<file path="config.mk">
export PLATFORM = sky130hd
export DESIGN_NAME = if1_fetch_ctrl_flat
export DESIGN_NICKNAME = d
export VERILOG_FILES = /design/src/rtl/if1_fetch_ctrl_pkg.sv /design/src/rtl/if1_fetch_ctrl_if.sv /design/src/rtl/if1_fetch_ctrl_npc.sv /design/src/rtl/if1_fetch_ctrl.sv /design/src/flat_wrapper.sv
export SDC_FILE = /design/constraint.sdc
export NUM_CORES = 1
export LEC_CHECK = 0
export ABC_AREA = 1
export ABC_CLOCK_PERIOD_IN_PS = 1750
export BUFFER_PORTS_ARGS = -buffer_cell sky130_fd_sc_hd__buf_2
export CORE_MARGIN = 4
export CORE_UTILIZATION = 47
export DETAILED_ROUTE_END_ITERATION = 10
export PLACE_DENSITY = 0.84
export SETUP_SLACK_MARGIN = 0.2
export SLEW_MARGIN = 30
export SYNTH_ARGS = -nofsm -noshare
export SYNTH_HDL_FRONTEND = slang
export SYNTH_HIERARCHICAL = 1
export SYNTH_SLANG_ARGS = --single-unit
</file>
<file path="constraint.sdc">
create_clock -name clk -period 1.75 [get_ports clk]
set_clock_uncertainty 0.05 [all_clocks]
set_input_delay 0.175 -clock clk [delete_from_list [all_inputs] [get_ports clk]]
set_output_delay 0.175 -clock clk [all_outputs]
set_load 0.03 [all_outputs]
</file>
<file path="src/rtl/if1_fetch_ctrl_pkg.sv">
// Shared definitions for the IF1 fetch controller.
// Contents: the reset fetch address, the FSM state encoding, and an
// alignment helper used by the fetch controller.
package if1_fetch_ctrl_pkg;

    localparam logic [31:0] IF1_RESET_PC = 32'h1c00_0000;

    typedef enum logic [1:0] {
        ST_IDLE = 2'd0,
        ST_REQ  = 2'd1,
        ST_WAIT = 2'd2,
        ST_ADEF = 2'd3
    } if1_state_e;

    // Instruction fetch addresses must be word aligned.
    function automatic logic pc_misaligned(input logic [31:0] pc);
        return (pc[1:0] != 2'b00);
    endfunction

endpackage

</file>
<file path="src/rtl/if1_fetch_ctrl_if.sv">
// Instruction-cache request/response bundle between IF1 and the icache.
//   icache_req      : fetch request valid (IF1 -> cache)
//   icache_addr     : fetch address (IF1 -> cache)
//   icache_addr_ok  : request accepted this cycle (cache -> IF1)
//   icache_data_ok  : outstanding request returned this cycle (cache -> IF1)
// master = fetch controller side, slave = cache side.
interface if1_fetch_ctrl_if;
    logic        icache_req;
    logic [31:0] icache_addr;
    logic        icache_addr_ok;
    logic        icache_data_ok;

    modport master (output icache_req, icache_addr,
                    input  icache_addr_ok, icache_data_ok);
    modport slave  (input  icache_req, icache_addr,
                    output icache_addr_ok, icache_data_ok);
endinterface

</file>
<file path="src/rtl/if1_fetch_ctrl_npc.sv">
// Next fetch PC selection for IF1.
//   pc_i         : current fetch PC
//   redirect_i   : pipeline redirect (highest priority), ex_target_i its target
//   advance_i    : current fetch accepted by the icache this cycle
//   bp_taken_i   : predictor says taken, bp_target_i its target
//   npc_o        : PC to load next cycle (holds pc_i when nothing happens)
module if1_npc (
    input  logic [31:0] pc_i,
    input  logic        redirect_i,
    input  logic [31:0] ex_target_i,
    input  logic        advance_i,
    input  logic        bp_taken_i,
    input  logic [31:0] bp_target_i,
    output logic [31:0] npc_o
);

    // Redirect beats prediction; sequential step wraps modulo 2^32.
    always_comb begin
        npc_o = pc_i;
        if (redirect_i) begin
            npc_o = ex_target_i;
        end else if (advance_i) begin
            if (bp_taken_i) begin
                npc_o = bp_target_i;
            end else begin
                npc_o = pc_i + 32'd4;
            end
        end else begin
            npc_o = pc_i;
        end
    end

endmodule

</file>
<file path="src/rtl/if1_fetch_ctrl.sv">
// IF1 fetch controller: issues one icache request at a time, tracks the
// outstanding response, handles redirects/predictions and alignment faults,
// and presents the fetch slot to IF2.
//   clk, rst_n          : clock, synchronous active-low reset
//   stall_in            : IF2/ID register not writing; blocks new requests
//   ex_redirect/target  : pipeline flush and new fetch target
//   bp_taken/bp_target  : prediction for the current fetch PC
//   icache (master)     : request/response bundle to the icache
//   if2_pc/adef/branch_bp, if1_if2_cache_valid, if1_if2_flushed : IF2 slot
module if1_fetch_ctrl
    import if1_fetch_ctrl_pkg::*;
#(
    parameter logic [31:0] RESET_PC = IF1_RESET_PC
) (
    input  logic                     clk,
    input  logic                     rst_n,
    input  logic                     stall_in,
    input  logic                     ex_redirect,
    input  logic [31:0]              ex_target,
    input  logic                     bp_taken,
    input  logic [31:0]              bp_target,
    if1_fetch_ctrl_if.master         icache,
    output logic [31:0]              if2_pc,
    output logic                     if2_adef,
    output logic                     if2_branch_bp,
    output logic                     if1_if2_cache_valid,
    output logic                     if1_if2_flushed
);

    if1_state_e  state_q, state_d;
    logic [31:0] pc_q, pc_d;
    logic        discard_q, discard_d;
    logic [31:0] if2_pc_q, if2_pc_d;
    logic        if2_adef_q, if2_adef_d;
    logic        if2_bp_q, if2_bp_d;

    logic        misalign_s;
    logic        req_s;
    logic        accept_s;
    logic        resp_s;
    logic        adef_enter_s;
    logic [31:0] npc_s;

    // Event decode shared by the FSM and datapath.
    always_comb begin
        misalign_s   = pc_misaligned(pc_q);
        req_s        = (state_q == ST_REQ) && !stall_in && !misalign_s;
        accept_s     = req_s && icache.icache_addr_ok;
        resp_s       = (state_q == ST_WAIT) && icache.icache_data_ok;
        adef_enter_s = (state_q == ST_REQ) && !stall_in && misalign_s && !ex_redirect;
    end

    if1_npc u_npc (
        .pc_i        (pc_q),
        .redirect_i  (ex_redirect),
        .ex_target_i (ex_target),
        .advance_i   (accept_s),
        .bp_taken_i  (bp_taken),
        .bp_target_i (bp_target),
        .npc_o       (npc_s)
    );

    // FSM state register.
    always_ff @(posedge clk) begin
        if (!rst_n) begin
            state_q <= ST_IDLE;
        end else begin
            state_q <= state_d;
        end
    end

    // FSM next-state logic; a redirect in REQ/WAIT keeps the state and
    // relies on the discard flag to kill the in-flight fetch.
    always_comb begin
        state_d = state_q;
        case (state_q)
            ST_IDLE: state_d = ST_REQ;
            ST_REQ: begin
                if (accept_s) begin
                    state_d = ST_WAIT;
                end else if (adef_enter_s) begin
                    state_d = ST_ADEF;
                end else begin
                    state_d = ST_REQ;
                end
            end
            ST_WAIT: begin
                if (resp_s) begin
                    state_d = ST_REQ;
                end else begin
                    state_d = ST_WAIT;
                end
            end
            ST_ADEF: begin
                if (ex_redirect) begin
                    state_d = ST_REQ;
                end else begin
                    state_d = ST_ADEF;
                end
            end
            default: state_d = ST_IDLE;
        endcase
    end

    // FSM outputs: request and IF2 slot qualifiers.
    always_comb begin
        icache.icache_req   = req_s;
        icache.icache_addr  = req_s ? pc_q : 32'h0000_0000;
        if1_if2_cache_valid = resp_s && !discard_q && !ex_redirect;
        if1_if2_flushed     = !if1_if2_cache_valid && !if2_adef_q;
        if2_pc              = if2_pc_q;
        if2_adef            = if2_adef_q;
        if2_branch_bp       = if2_bp_q;
    end

    // Datapath next values: PC, discard flag and IF2 slot registers.
    always_comb begin
        pc_d       = npc_s;
        discard_d  = discard_q;
        if2_pc_d   = if2_pc_q;
        if2_adef_d = if2_adef_q;
        if2_bp_d   = if2_bp_q;

        // The response that retires the outstanding fetch always clears
        // discard; a request accepted during a redirect is born discarded.
        if (resp_s) begin
            discard_d = 1'b0;
        end else if (accept_s) begin
            discard_d = ex_redirect;
        end else if ((state_q == ST_WAIT) && ex_redirect) begin
            discard_d = 1'b1;
        end else begin
            discard_d = discard_q;
        end

        if (ex_redirect) begin
            if2_adef_d = 1'b0;
            if2_bp_d   = 1'b0;
        end else if (accept_s) begin
            if2_pc_d   = pc_q;
            if2_adef_d = 1'b0;
            if2_bp_d   = bp_taken;
        end else if (adef_enter_s) begin
            if2_pc_d   = pc_q;
            if2_adef_d = 1'b1;
            if2_bp_d   = 1'b0;
        end else begin
            if2_pc_d   = if2_pc_q;
        end
    end

    // Datapath registers.
    always_ff @(posedge clk) begin
        if (!rst_n) begin
            pc_q       <= RESET_PC;
            discard_q  <= 1'b0;
            if2_pc_q   <= 32'h0000_0000;
            if2_adef_q <= 1'b0;
            if2_bp_q   <= 1'b0;
        end else begin
            pc_q       <= pc_d;
            discard_q  <= discard_d;
            if2_pc_q   <= if2_pc_d;
            if2_adef_q <= if2_adef_d;
            if2_bp_q   <= if2_bp_d;
        end
    end

endmodule

</file>
<file path="src/flat_wrapper.sv">
// flat-port wrapper written by rule: the top's interface ports become plain ports
module if1_fetch_ctrl_flat import if1_fetch_ctrl_pkg::*;
#(
    parameter logic [31:0] RESET_PC = IF1_RESET_PC
)
  (clk, rst_n, stall_in, ex_redirect, ex_target, bp_taken, bp_target, if2_pc, if2_adef, if2_branch_bp, if1_if2_cache_valid, if1_if2_flushed, icache_icache_req, icache_icache_addr, icache_icache_addr_ok, icache_icache_data_ok);
  if1_fetch_ctrl_if icache_i ();
  input  logic clk;
  input  logic rst_n;
  input  logic stall_in;
  input  logic ex_redirect;
  input  logic [31:0] ex_target;
  input  logic bp_taken;
  input  logic [31:0] bp_target;
  output logic [31:0] if2_pc;
  output logic if2_adef;
  output logic if2_branch_bp;
  output logic if1_if2_cache_valid;
  output logic if1_if2_flushed;
  output wire logic [$bits(icache_i.icache_req)-1:0] icache_icache_req;
  output wire logic [$bits(icache_i.icache_addr)-1:0] icache_icache_addr;
  input wire logic [$bits(icache_i.icache_addr_ok)-1:0] icache_icache_addr_ok;
  input wire logic [$bits(icache_i.icache_data_ok)-1:0] icache_icache_data_ok;
  assign icache_icache_req = icache_i.icache_req;
  assign icache_icache_addr = icache_i.icache_addr;
  assign icache_i.icache_addr_ok = icache_icache_addr_ok;
  assign icache_i.icache_data_ok = icache_icache_data_ok;
  if1_fetch_ctrl #(.RESET_PC(RESET_PC)) u_core (.clk(clk), .rst_n(rst_n), .stall_in(stall_in), .ex_redirect(ex_redirect), .ex_target(ex_target), .bp_taken(bp_taken), .bp_target(bp_target), .icache(icache_i), .if2_pc(if2_pc), .if2_adef(if2_adef), .if2_branch_bp(if2_branch_bp), .if1_if2_cache_valid(if1_if2_cache_valid), .if1_if2_flushed(if1_if2_flushed));
endmodule
</file>
# Word-level counts from Yosys, hierarchy flattened
# Index checks and enable logic that the tools add are counted.
dict set report totals {
  output_inout_bits 69
  word_cells 52
  ff_bits 69
  inputBits 71
}
dict set report op_classes {
  n_addsub 1
  n_reduce_logical 25
  n_eq_ne 3
  n_mux 15
  bitwise 2
}
# operator count
set ops {}
lappend ops {{2-to-1 mux 32 bit} 6}
lappend ops {{adder 32 x 3 -> 32 bit, second input constant} 1}
lappend ops {{logical AND 1 bit} 10}
lappend ops {{2-to-1 mux 2 bit} 4}
lappend ops {{one-hot mux 2 bit (4 select lines)} 1}
lappend ops {{nonzero test 2 bit} 4}
lappend ops {{logical NOT 1 bit} 6}
lappend ops {{equality test 2 bit, second input constant} 2}
lappend ops {{2-to-1 mux 1 bit} 4}
lappend ops {{OR reduction 2 bit} 2}
lappend ops {{OR reduction 3 bit} 1}
lappend ops {{equality test 2 x 1 -> 1 bit, second input constant} 1}
lappend ops {{logical NOT 2 bit} 1}
lappend ops {{inverter 1 bit} 2}
lappend ops {{AND reduction 2 bit} 1}

# Depth between registers and ports, before layout
dict set report logic_depth {
  depth_word 7
  depth_mapped 12
  ltp_nobuf 12
}

# Hierarchy
# Netlist, hierarchy kept.
# mod area_each_um2 cells_each seq_area_each_um2 n_inst
set modules_own_cells {}
lappend modules_own_cells {if1_fetch_ctrl 2830.2 415 1381.3 1}
lappend modules_own_cells {if1_npc 1805.5 393 0.0 1}

# Worst setup path before layout
# No wires, ideal clock.
dict set report synth_path {
  path_type {reg-to-output}
  from {register u_core.state_q[1]}
  to {output if1_if2_flushed}
  required_time_ns 1.525
  arrival_ns 1.622
  n_path_buf 0
  path_slack_ns -0.097
  stages_incl_launch_ff 6
  cell_sequence {dfxtp_1 nand2_1 nor2_1 inv_1 nor3_1 nor2_1}
}
dict set report synth_between {
  elab_chain_len 6
}
# element line
set synth_rtl {}
lappend synth_rtl {{start: declaration} if1_fetch_ctrl.sv:30} ;# if1_state_e state_q, state_d;
lappend synth_rtl {{start signal: assignment} if1_fetch_ctrl.sv:68} ;# state_q <= state_d;
lappend synth_rtl {{equality test 2 bit} if1_fetch_ctrl.sv:49} ;# resp_s = (state_q == ST_WAIT) && icache.icache_data_ok;
lappend synth_rtl {{logical AND 1 bit} if1_fetch_ctrl.sv:49}
lappend synth_rtl {{logical AND 1 bit (2 in a row)} if1_fetch_ctrl.sv:109} ;# if1_if2_cache_valid = resp_s && !discard_q && !ex_redirect;
lappend synth_rtl {{named net if1_if2_cache_valid} flat_wrapper.sv:18} ;# output logic if1_if2_cache_valid;
lappend synth_rtl {{logical NOT 1 bit} if1_fetch_ctrl.sv:110} ;# if1_if2_flushed = !if1_if2_cache_valid && !if2_adef_q;
lappend synth_rtl {{logical AND 1 bit} if1_fetch_ctrl.sv:110}
lappend synth_rtl {{end: declaration} flat_wrapper.sv:19} ;# output logic if1_if2_flushed;
# The timed path passes the listed nets, and every way through them passes these cells.

# Final worst setup path
dict set report layout_path {
  from {register u_core.state_q[0]}
  to {register u_core.pc_q[6]}
}
dict set report layout_between {
  elab_chain_len 5
}
# element line
set layout_rtl {}
lappend layout_rtl {{equality test 2 x 1 -> 1 bit} if1_fetch_ctrl.sv:47} ;# req_s = (state_q == ST_REQ) && !stall_in && !misalign_s;
lappend layout_rtl {{logical AND 1 bit (2 in a row)} if1_fetch_ctrl.sv:47}
lappend layout_rtl {{logical AND 1 bit} if1_fetch_ctrl.sv:48} ;# accept_s = req_s && icache.icache_addr_ok;
lappend layout_rtl {{named net u_core.accept_s} if1_fetch_ctrl.sv:39} ;# logic accept_s;
lappend layout_rtl {{nonzero test 2 bit (no line)} -}
lappend layout_rtl {{end signal: assignment} if1_fetch_ctrl.sv:161} ;# pc_q <= pc_d;
lappend layout_rtl {{end: declaration} if1_fetch_ctrl.sv:31} ;# logic [31:0] pc_q, pc_d;
# The timed path passes the listed nets, and every way through them passes these cells.
# A chain may end at the register's enable or synchronous reset.

==> flow_summary.json <==
{
  "status": "finished with violations",
  "violations": "setup timing",
  "yosys-top-cells-area": "dfxtp_1 (30%), nand2_1 (17%), nor2_1 (15%), inv_1 (11%), a21oi_1 (5.1%)",
  "clkTransAtPathRegs_ns": 0.08,
  "synth.cell_area_um2": 4640,
  "port_buffers": 137,
  "synth_warnings": 6,
  "p_leak_nw": 3.42,
  "critPathKind": "flop to flop",
  "grt_pass1_vias": 4908,
  "syn_to_final_growth_pct": 41.5,
  "synth-edff-count": 0,
  "die_height_um": 107,
  "cts_made_buffers": 9,
  "ctsHtreeMaxLevel": 3,
  "r2r_cells": 12,
  "finalSetupViolCount": 6,
  "die_x_um": 107,
  "cts_tree": "yes",
  "drtPass1Iterations": 6,
  "drv_slew": 0,
  "gp_congestion": 0.951,
  "met3_length_mm": 1.87,
  "final_cell_mix": "nand2_1 (200), nor2_1 (158), inv_1 (130), buf_2 (104), buf_4 (57)",
  "clock.fmax_ghz": 0.546,
  "cts-root-buf": "clkbuf_8",
  "antenna_left": 0,
  "num_vias": 5754,
  "hp-class": "input port to flop",
  "rsz0062_at_grt": "true",
  "drt_wl_total_mm": 16.7,
  "post_dp_cell_area_um2": 5610,
  "clock_sinks": 69,
  "cp.required_ns": 2.01,
  "clockBufferDepth": 2,
  "cellPowerDensity_nw_per_um2": 656,
  "die_area_um2": 11500,
  "syn_avg_cell_area_um2": 5.74,
  "fin_crit_sh": 1.05,
  "antennaDiodeCount": 0,
  "dr.max_layer_used": "met4",
  "synthFlopType": "dfxtp_1",
  "fin_area_um2": 6560,
  "drive_above_1_share": 0.352,
  "cp-end-kind": "flop",
  "viasPerCell": 5.17,
  "crit_path_start_kind": "flop",
  "rows": 35,
  "worst_ep_arrival_time_ns": 2.09,
  "async_flop_share": 0,
  "yosysUniqueCellTypes": 35,
  "fillers": 757,
  "nNetsFinal": 1052,
  "synth.largest_area_cell": "dfxtp_1",
  "post-route-min-period_ns": 1.83,
  "yosysTopAreaCellShare": 0.298,
  "wl_met2_mm": 7.65,
  "clk_latency_ns": 0.37,
  "start_util": 0.492,
  "grt_first_pass_wirelength_mm": 24.1,
  "fin_ws_ns": -0.0805,
  "wire_per_inst_um": 15.0,
  "synthCells": 808,
  "drv_cap": 0,
  "hold_violations": 0,
  "peakVddDrop_uv": 398,
  "critical_path.max_fanout": 8,
  "first_iter_violations": 761,
  "place_hpwl_mm": 10.3,
  "ys_seq_area_frac": 0.298,
  "grt_max_degree": 69,
  "wl_met1_mm": 6.57,
  "core_um2": 9420,
  "whs_path_depth": 5,
  "antenna_found_initial": 0,
  "synth_seq_cells": 69,
  "timing.setup.tns_ns": -0.160,
  "post-route-drc-count": 0,
  "grt-ovfl-total": 0,
  "io_pins": 140,
  "final_common_cell": "nand2_1",
  "gr-usage-all-layers": 0.264
}
## critical path, cell delays in order, from the launching register on
cell,delay [ns]
dfxtp_2,0.36
inv_2,0.05
nor2_2,0.08
nand4_1,0.20
clkinv_4,0.18
nand2_4,0.15
inv_8,0.13
nor2_1,0.05
a21oi_1,0.15
o21ai_1,0.09
nand2_1,0.10
nand2_1,0.09
inv_1,0.08
## area by class of cell
cell class | instances | area [um^2] | share of cell area
clock buffer | 10 | 128 | 0.0195
clock inverter | 6 | 87.6 | 0.0134
inverter | 141 | 554 | 0.0845
multi-input combinational | 565 | 2830 | 0.431
sequential | 69 | 1420 | 0.216
tap | 129 | 161 | 0.0246
timing repair buffer | 191 | 1350 | 0.206
timing repair inverter | 3 | 31.3 | 0.00477
## sequential cells by signal (all words and copies together), names as in the netlist
name,flops
u_core/discard_q,1
u_core/state_q,2
u_core/if2_branch_bp,1
u_core/if2_adef,1
u_core/pc_q,32
u_core/if2_pc,32
## kinds of logic (layout without fill, tap and decap cells)
logic type	Yosys count	in the layout	share of synthesized area
flip-flops	69	69	0.298
adder cells (fa/ha/maj)	1	1	0.00270
AO/OA/AOI/OAI	86	86	0.110
AND/OR/NAND/NOR	476	476	0.429
other	1	2	0.000809
buffers and inverters	175	351	0.160
## synth_stat cells, drive strengths merged (2+ instances only)
library cell	count
a21o	2
a21oi	48
a221oi	8
a31oi	4
buf	22
clkbuf	12
dfxtp	69
inv	140
nand2	223
nand3	39
nand4	3
nor2	206
nor3	2
o211ai	7
o21ai	15
or2	3
## worst paths after layout
| kind | to | start | slack (ns) |
|---|---|---|---|
| max | u_core/pc_q[6] | u_core/state_q[0] | -0.08 |
| min | u_core/pc_q[2] | ex_target[2] | 0.05 |
| max reg2reg | u_core/pc_q[6] | u_core/state_q[0] | -0.08 |
| min reg2reg | u_core/if2_branch_bp | u_core/if2_branch_bp | 0.44 |
## report_power, final
part / total, mW / switching (mW) / internal, mW / leakage [nW]
registers: 1.78 / 0.106 / 1.67 / 0.574
logic: 1.06 / 0.655 / 0.409 / 2.74
clock network: 1.47 / 0.663 / 0.803 / 0.110
## repair_timing
item                       in CTS  in global routing
setup endpoints to repair      64                 69
pin swaps                       7                 13
gates cloned                    2                  2
gates resized for setup        83                 97
hold buffers                    0                  0
hold endpoints to repair        0                  0
setup buffers                  13                  3
## through the flow
stage | power [mW] | instances | setup WS [ns] | hold WS [ns] | utilization
floorplan | 2.36 | 809 | 0.0667 | 0.263 | -
global placement | 2.67 | 1078 | 0.0808 | 0.412 | 0.596
detailed placement | 2.68 | 1078 | -0.0120 | 0.419 | 0.596
CTS | 4.17 | 1109 | 0.0663 | 0.0535 | 0.654
global route | 4.49 | 1114 | -0.132 | 0.0944 | 0.697
finish | 4.31 | 1114 | -0.0805 | 0.0536 | 0.697
## routing by layer
layer | global-route usage | vias up
met1 | 0.350 | 2536
met3 | 0.0678 | 62
met2 | 0.410 | 374
met4 | 0.0986 | 0
li1 | - | 2782
met5 | 0 | -
No activity file was read; power rests on OpenSTA's default activity.
